[src/rtl/period_to_freq_pkg.sv]
// Shared constants for the period-to-frequency converter: FSM encodings
// and the default datapath width.
package period_to_freq_pkg;

    localparam int DEFAULT_WIDTH = 32;

    localparam logic [1:0] ST_IDLE = 2'd0;
    localparam logic [1:0] ST_DIV  = 2'd1;
    localparam logic [1:0] ST_DONE = 2'd2;

endpackage

[src/rtl/period_to_freq_seq_divider.sv]
// Restoring divider, one quotient bit per clock. A start pulse loads the
// operands; done is high during the cycle whose edge completes the last step.
import period_to_freq_pkg::*;

module period_to_freq_seq_divider #(
    parameter int WIDTH = DEFAULT_WIDTH
) (
    input  logic             clk,
    input  logic             reset_n,
    input  logic             start,
    input  logic [WIDTH-1:0] dividend,
    input  logic [WIDTH-1:0] divisor,
    output logic             done,
    output logic [WIDTH-1:0] quotient,
    output logic [WIDTH-1:0] remainder
);

    localparam int CW = $clog2(WIDTH);
    localparam logic [CW-1:0] LAST_STEP = CW'(WIDTH - 1);

    logic             active_q, active_d;
    logic [CW-1:0]    count_q, count_d;
    logic [WIDTH-1:0] quot_q, quot_d;
    logic [WIDTH-1:0] rem_q, rem_d;
    logic [WIDTH-1:0] divisor_q, divisor_d;
    logic [WIDTH:0]   trial;

    always_comb begin
        active_d  = active_q;
        count_d   = count_q;
        quot_d    = quot_q;
        rem_d     = rem_q;
        divisor_d = divisor_q;
        // The quotient register doubles as the dividend shift register.
        trial     = {rem_q, quot_q[WIDTH-1]};
        if (start) begin
            active_d  = 1'b1;
            count_d   = '0;
            quot_d    = dividend;
            rem_d     = '0;
            divisor_d = divisor;
        end else if (active_q) begin
            if (trial >= {1'b0, divisor_q}) begin
                rem_d  = trial[WIDTH-1:0] - divisor_q;
                quot_d = {quot_q[WIDTH-2:0], 1'b1};
            end else begin
                rem_d  = trial[WIDTH-1:0];
                quot_d = {quot_q[WIDTH-2:0], 1'b0};
            end
            count_d = count_q + 1'b1;
            if (count_q == LAST_STEP) begin
                active_d = 1'b0;
            end
        end
    end

    always_ff @(posedge clk or negedge reset_n) begin
        if (!reset_n) begin
            active_q  <= 1'b0;
            count_q   <= '0;
            quot_q    <= '0;
            rem_q     <= '0;
            divisor_q <= '0;
        end else begin
            active_q  <= active_d;
            count_q   <= count_d;
            quot_q    <= quot_d;
            rem_q     <= rem_d;
            divisor_q <= divisor_d;
        end
    end

    assign done      = active_q && (count_q == LAST_STEP);
    assign quotient  = quot_q;
    assign remainder = rem_q;

endmodule

[src/rtl/period_to_freq.sv]
// Converts the detector's average period (clk cycles) into Hz by dividing
// CLK_HZ by it whenever the level-held period word changes.
import period_to_freq_pkg::*;

module period_to_freq #(
    parameter int               WIDTH  = DEFAULT_WIDTH,
    parameter logic [WIDTH-1:0] CLK_HZ = WIDTH'(100_000_000)
) (
    input  logic             clk,
    input  logic             reset_n,
    input  logic [WIDTH-1:0] period,
    output logic [WIDTH-1:0] freq,
    output logic             freq_valid,
    output logic             busy
);

    logic [1:0]       state_q, state_d;
    logic [WIDTH-1:0] last_period_q, last_period_d;
    logic [WIDTH-1:0] freq_q, freq_d;
    logic             freq_valid_q, freq_valid_d;
    logic             busy_q, busy_d;

    logic             div_start;
    logic             div_done;
    logic [WIDTH-1:0] div_quotient;
    logic [WIDTH-1:0] unused_remainder;

    period_to_freq_seq_divider #(.WIDTH(WIDTH)) u_div (
        .clk       (clk),
        .reset_n   (reset_n),
        .start     (div_start),
        .dividend  (CLK_HZ),
        .divisor   (period),
        .done      (div_done),
        .quotient  (div_quotient),
        .remainder (unused_remainder)
    );

    always_comb begin
        state_d       = state_q;
        last_period_d = last_period_q;
        freq_d        = freq_q;
        freq_valid_d  = 1'b0;
        busy_d        = busy_q;
        div_start     = 1'b0;
        case (state_q)
            ST_IDLE: begin
                // Changes seen while busy stay pending because last_period
                // still holds the old value until we return here.
                if ((period != last_period_q) && (period != '0)) begin
                    div_start     = 1'b1;
                    last_period_d = period;
                    busy_d        = 1'b1;
                    state_d       = ST_DIV;
                end else if ((period == '0) && (last_period_q != '0)) begin
                    freq_d        = '0;
                    freq_valid_d  = 1'b1;
                    last_period_d = '0;
                end
            end
            ST_DIV: begin
                if (div_done) begin
                    state_d = ST_DONE;
                end
            end
            ST_DONE: begin
                freq_d       = div_quotient;
                freq_valid_d = 1'b1;
                busy_d       = 1'b0;
                state_d      = ST_IDLE;
            end
            default: begin
                busy_d  = 1'b0;
                state_d = ST_IDLE;
            end
        endcase
    end

    always_ff @(posedge clk or negedge reset_n) begin
        if (!reset_n) begin
            state_q       <= ST_IDLE;
            last_period_q <= '0;
            freq_q        <= '0;
            freq_valid_q  <= 1'b0;
            busy_q        <= 1'b0;
        end else begin
            state_q       <= state_d;
            last_period_q <= last_period_d;
            freq_q        <= freq_d;
            freq_valid_q  <= freq_valid_d;
            busy_q        <= busy_d;
        end
    end

    assign freq       = freq_q;
    assign freq_valid = freq_valid_q;
    assign busy       = busy_q;

endmodule

[config.mk]
export PLATFORM = sky130hd
export DESIGN_NAME = period_to_freq
export DESIGN_NICKNAME = d
export VERILOG_FILES = /design/src/rtl/period_to_freq_pkg.sv /design/src/rtl/period_to_freq_seq_divider.sv /design/src/rtl/period_to_freq.sv
export SDC_FILE = /design/constraint.sdc
export NUM_CORES = 1
export LEC_CHECK = 0
export BUFFER_PORTS_ARGS = -buffer_cell sky130_fd_sc_hd__buf_4
export CAP_MARGIN = 20
export CORE_UTILIZATION = 55
export CTS_CLUSTER_SIZE = 20
export DETAILED_ROUTE_END_ITERATION = 10
export PLACE_DENSITY = 0.81
export SLEW_MARGIN = 10
export SYNTH_ARGS = -nofsm -noshare
export SYNTH_HDL_FRONTEND = slang
export SYNTH_SLANG_ARGS = --single-unit
[constraint.sdc]
create_clock -name clk -period 3.05 [get_ports clk]
set_clock_uncertainty 0.1 [all_clocks]
set_input_delay 0.1525 -clock clk [delete_from_list [all_inputs] [get_ports clk]]
set_output_delay 0.1525 -clock clk [all_outputs]
set_load 0.005 [all_outputs]
-- After elaboration in Yosys (flattened, before gate mapping)
Cells that the tools add are included.
W data, S select, Z words.
- add/sub/neg operators: 2
- order comparisons: 1
- equal/unequal tests: 8
- muxes and demuxes: 25
- bitwise logic cells: 1
- reductions and logical operators: 14
- operators by type and width (operator ; count):
    $mux W32 ; 8
    $pmux W32 S2 ; 1
    $reduce_bool A32 Y1 ; 2
    $ge A33 B32 Y1 ; 1
    $logic_not A32 Y1 ; 1
    $ne A32 B32 Y1 ; 1
    $sub A32 B32 Y32 ; 1
    $mux W5 ; 2
    $mux W1 ; 9
    $ne A2 B2 Y1 const B ; 4
    $reduce_and A2 Y1 ; 3
    $reduce_bool A2 Y1 ; 3
    $add A5 B1 Y5 const B ; 1
    $eq A5 B5 Y1 const B ; 1
    $mux W2 ; 2
    $pmux W1 S2 ; 2
    $pmux W2 S2 ; 1
    $logic_and A1 B1 Y1 ; 3
    $reduce_and A3 Y1 ; 1
    $eq A2 B1 Y1 const B ; 1
    $eq A2 B2 Y1 const B ; 1
    $logic_not A2 Y1 ; 1
    $not A1 Y1 ; 1
- register bits: 170
- output and inout port bits: 34
- logic and storage cells: 61

-- Depth between registers and ports, before layout
- depth after elaboration: 5
- depth in mapped cells: 14

-- By module
A second synthesis with hierarchy kept.
- cells, all modules: 1132
- area total of the unflattened synthesis: 10027.1 µm²
- by module, submodules not included (module ; instances ; cells each ; area an instance (µm²) ; seq. area each (µm²)):
    period_to_freq_seq_divider ; 1 ; 780 ; 6642.6 ; 2552.4
    period_to_freq ; 1 ; 352 ; 3384.5 ; 1701.6

-- Worst setup path before layout
OpenSTA, ideal clock, no wires.
- path kind: flip-flop to flip-flop
- start point: register u_div.quot_q[31], in the netlist u_div.quotient[31]
- end point: register u_div.rem_q[24], in the netlist u_div.remainder[24]
- library setup time: 0.079 ns
- data arrival time: 2.541 ns
- setup slack: 0.330 ns
- stages on the path, launching flop included: 13
- path buffers: 0
- period minus slack after synthesis: 2.720 ns
- cell sequence: dfrtp_1 > inv_1 > ha_1 > fa_1 > and2b_1 > o2111ai_1 > a21boi_1 > o311ai_1 > a41oi_1 > o21ai_1 > a2111oi_0 > a31oi_1 > a21oi_1
- cells in the longest elaborated chain, start to end: 4
- elaborated cells between the ends (all ways): 5
- classes of those cells: add/sub (1); order compare (1); mux (3)
- RTL lines (what ; RTL line ; RTL):
    start, declared ; period_to_freq_seq_divider.sv:23 ; logic [WIDTH-1:0] quot_q, quot_d;
    start signal, assigned ; period_to_freq_seq_divider.sv:67 ; quot_q <= quot_d;
    $sub A32 B32 Y32 or $ge A33 B32 Y1 (tied branches) ; period_to_freq_seq_divider.sv:44, period_to_freq_seq_divider.sv:43 ;
    $mux W32 * ; period_to_freq_seq_divider.sv:43 ; if (trial >= {1'b0, divisor_q}) begin
    $mux W32 * ; period_to_freq_seq_divider.sv:42 ; end else if (active_q) begin
    $mux W32 * ; period_to_freq_seq_divider.sv:36 ; if (start) begin
    end signal, assigned ; period_to_freq_seq_divider.sv:68 ; rem_q <= rem_d;
    end, declared ; period_to_freq_seq_divider.sv:24 ; logic [WIDTH-1:0] rem_q, rem_d;
Mark *: on every way between the ends. The rest lies on a longest branch, timed or not. The select of a mux whose other input is x is not followed.
A chain may end at the register's enable or synchronous reset.

-- Worst setup path after layout
- start point: register u_div.rem_q[2], in the netlist u_div.remainder[2]
- end point: register u_div.rem_q[24], in the netlist u_div.remainder[24]
- cells in the longest elaborated chain, start to end: 4
- elaborated cells between the ends (all ways): 5
- classes of those cells: add/sub (1); order compare (1); mux (3)
- RTL lines (what ; RTL line):
    $sub A32 B32 Y32 or $ge A33 B32 Y1 (tied branches) ; period_to_freq_seq_divider.sv:44, period_to_freq_seq_divider.sv:43
    $mux W32 * ; period_to_freq_seq_divider.sv:43
    $mux W32 * ; period_to_freq_seq_divider.sv:42
    $mux W32 * ; period_to_freq_seq_divider.sv:36
Marked as above.

==> flow_summary.ini <==
[synthesis]
synth-edff-count = 0
netlist_area_sq_um = 9020
synthCells = 943
ys_types = 59
seq_area_frac_synth_pct = 47.2
yosys_register_bits = 170
ys.warnings.count = 0
syn_nets = 1012
ys_dominant_reg_cell = dfrtp_1
syn_avg_cell_area_sq_um = 9.57
synthArstFlopShare_pct = 100

[setup_path]
crit_path_end_kind = flop
slowest_stage = ha_1
critPathLaunchType = flop
arrival_ns = 3.27
path_delay_family = compound AO/OA/AOI/OAI gates
crit_chain = ha_1 -> nand4_1 -> nor4_2 -> a41oi_2 -> nor2_1 -> a2111oi_2 -> o211a_1 -> buf_4 -> buf_12 -> a2111oi_1 -> a31oi_1 -> a21oi_1
critPathMaxStageDelay_ns = 0.45
worst-path-max-fanout = 22
worstPathRequired_ns = 3.31
worstSetupPathType = flop to flop
cp_num_buf_inv = 2

[finish]
layout_commonest_cell = dfrtp_1
layout_common_cells = dfrtp_1, nand2_1, nor2_1, buf_4, o21ai_0
n_fill_cell = 1103
final_area_sq_um = 10800
drive_above_1_share_pct = 14.5
final_nets = 1103
area_growth_pct = 20.2

[status]
status = finished, final reports clean

[drt]
wl_microns = 23000
vias = 7508
wl_per_cell_microns = 18.2
route.detailed.drc = 0
first_iter_violations = 656
ant_nets = 0
routed_via_density = 5.94
drt_first_pass_iters = 7

[power]
power.leakage_nw = 5.41
peakVddDrop_uv = 471
powerDensity_nw_per_um2 = 810

[timing]
slew_headroom_pct = 46.1
fmax_ghz = 0.332
final_max_slew_viol_count = 0
min_period_ns = 3.01
finalCritPeriodShare_pct = 98.7
hold_violations = 0
worst_hold_slack_ns = 0.108
tightest_slew_ns = 0.802
grt_setup_unrepaired = true
setup_ws_ns = 0.0390
setup_viol = 0

[clock_tree]
clk_pin_slew_worst_paths_ns = 0.07
clock_latency_ns = 0.43
root_buffer = clkbuf_16
clock_sinks = 170
htree_levels = 4
cts_tree = built
clockBufferDepth = 2
cts_buffers = 17

[floorplan]
fp.dieW_microns = 130
core_area_sq_um = 15900
start_util_pct = 56.6
die_area_sq_um = 16900
std_cell_rows = 46
die_h_microns = 130
io_pins = 68

[global_routing]
gr-total-overflow = 0
first_global_vias = 7180
grt_max_degree = 72
grt_pass1_wl_microns = 36300
track_usage_pct = 28.0
antenna_found_initial = 1

[worst_hold_path]
hold_class = input port to asynchronous set/reset pin

[placed_design]
portBuffers = 67
place_area_sq_um = 9780
gp_congestion = 0.923
preCtsSetupSlack_ns = 0.0293
detailed_place_hpwl_microns = 14800

[run]
drv_cap = 0
-- per-layer routing --
layer	track usage (%)	wire, microns
met1	37.8	10300
met2	43.6	10700
met5	0	0
met4	12.5	768
met3	5.99	1210
-- cells by family after synthesis --
logic type      count (synthesis)  share of synthesized area (%)
simple gates                  309                           15.6
compound gates                242                           18.2
flops                         170                           47.2
buf+inv                        93                           4.49
xor+xnor                       61                           5.92
fa+ha+maj                      35                           4.94
mux                            33                           3.69
-- Yosys cell counts, drive strengths merged (4+ instances only) --
cell / instances / area, sq um
a21o: 18 / 135
nand2: 118 / 443
xnor2: 44 / 385
nor2b: 18 / 113
o21ai: 56 / 280
o21bai: 8 / 60.1
clkbuf: 27 / 101
inv: 42 / 158
nor4: 19 / 119
nor3: 6 / 30.0
nand4: 24 / 150
ha: 34 / 425
a211oi: 29 / 223
dfrtp: 170 / 4250
nand3: 6 / 30.0
and3: 7 / 43.8
mux2i: 31 / 310
nand2b: 4 / 25.0
buf: 24 / 146
xor2: 17 / 149
nor2: 91 / 342
a22o: 34 / 298
a31oi: 8 / 50.1
a211o: 12 / 105
a21oi: 52 / 264
-- registers in the layout, summed over array words and instances, names as in the netlist --
signal / cells
u_div.active_q: 1
u_div.count_q: 5
u_div.divisor_q: 32
freq: 32
busy: 1
u_div.quotient: 32
state_q: 2
freq_valid: 1
last_period_q: 32
u_div.remainder: 32
-- cell type report --
class | instances | area (sq um) | area share, %
Multi-Input combinational cell | 680 | 4490 | 41.4
Sequential cell | 170 | 4260 | 39.3
Antenna cell | 2 | 5.00 | 0.0462
Tap cell | 216 | 270 | 2.49
Clock buffer | 19 | 443 | 4.08
Clock inverter | 13 | 163 | 1.50
Timing Repair Buffer | 123 | 1060 | 9.77
Inverter | 42 | 158 | 1.45
-- through the flow --
stage	util, %	power, mW	std cells	setup TNS, ns
2_1_floorplan	-	5.51	943	0
3_3_place_gp	61.4	6.24	1197	0
3_5_place_dp	61.4	6.33	1197	0
4_1_cts	67.2	8.60	1262	0
5_1_grt	68.0	9.29	1265	-0.209
6_report	68.0	8.78	1265	0
-- final timing paths --
| kind | from | to | slack, ns | depth (start not counted) |
|---|---|---|---|---|
| max | u_div.remainder[2]$_DFFE_PN0P_ | u_div.remainder[24]$_DFFE_PN0P_ | 0.04 | 12 |
| min | reset_n | u_div.remainder[15]$_DFFE_PN0P_ | 0.11 | 2 |
| max reg2reg | u_div.remainder[2]$_DFFE_PN0P_ | u_div.remainder[24]$_DFFE_PN0P_ | 0.04 | 12 |
| min reg2reg | busy$_DFFE_PN0P_ | busy$_DFFE_PN0P_ | 0.40 | 1 |
| max in group asynchronous | reset_n | u_div.active_q$_DFF_PN0_ | 1.95 | 3 |
| min in group clk | busy$_DFFE_PN0P_ | busy$_DFFE_PN0P_ | 0.40 | 1 |
-- where the power goes --
part / switching (mW) / total, mW / internal [mW]
sequential: 0.355 / 3.09 / 2.73
combinational: 1.88 / 3.48 / 1.61
clock: 0.962 / 2.21 / 1.25
total: 3.19 / 8.78 / 5.59
-- repair_timing --
action,CTS,global route
hold buffers,33,0
endpoints found under the setup margin,0,32
gates resized for setup,0,24
setup buffers,0,1
endpoints found under the hold margin,108,0
Power figures use the tool's default switching activity.
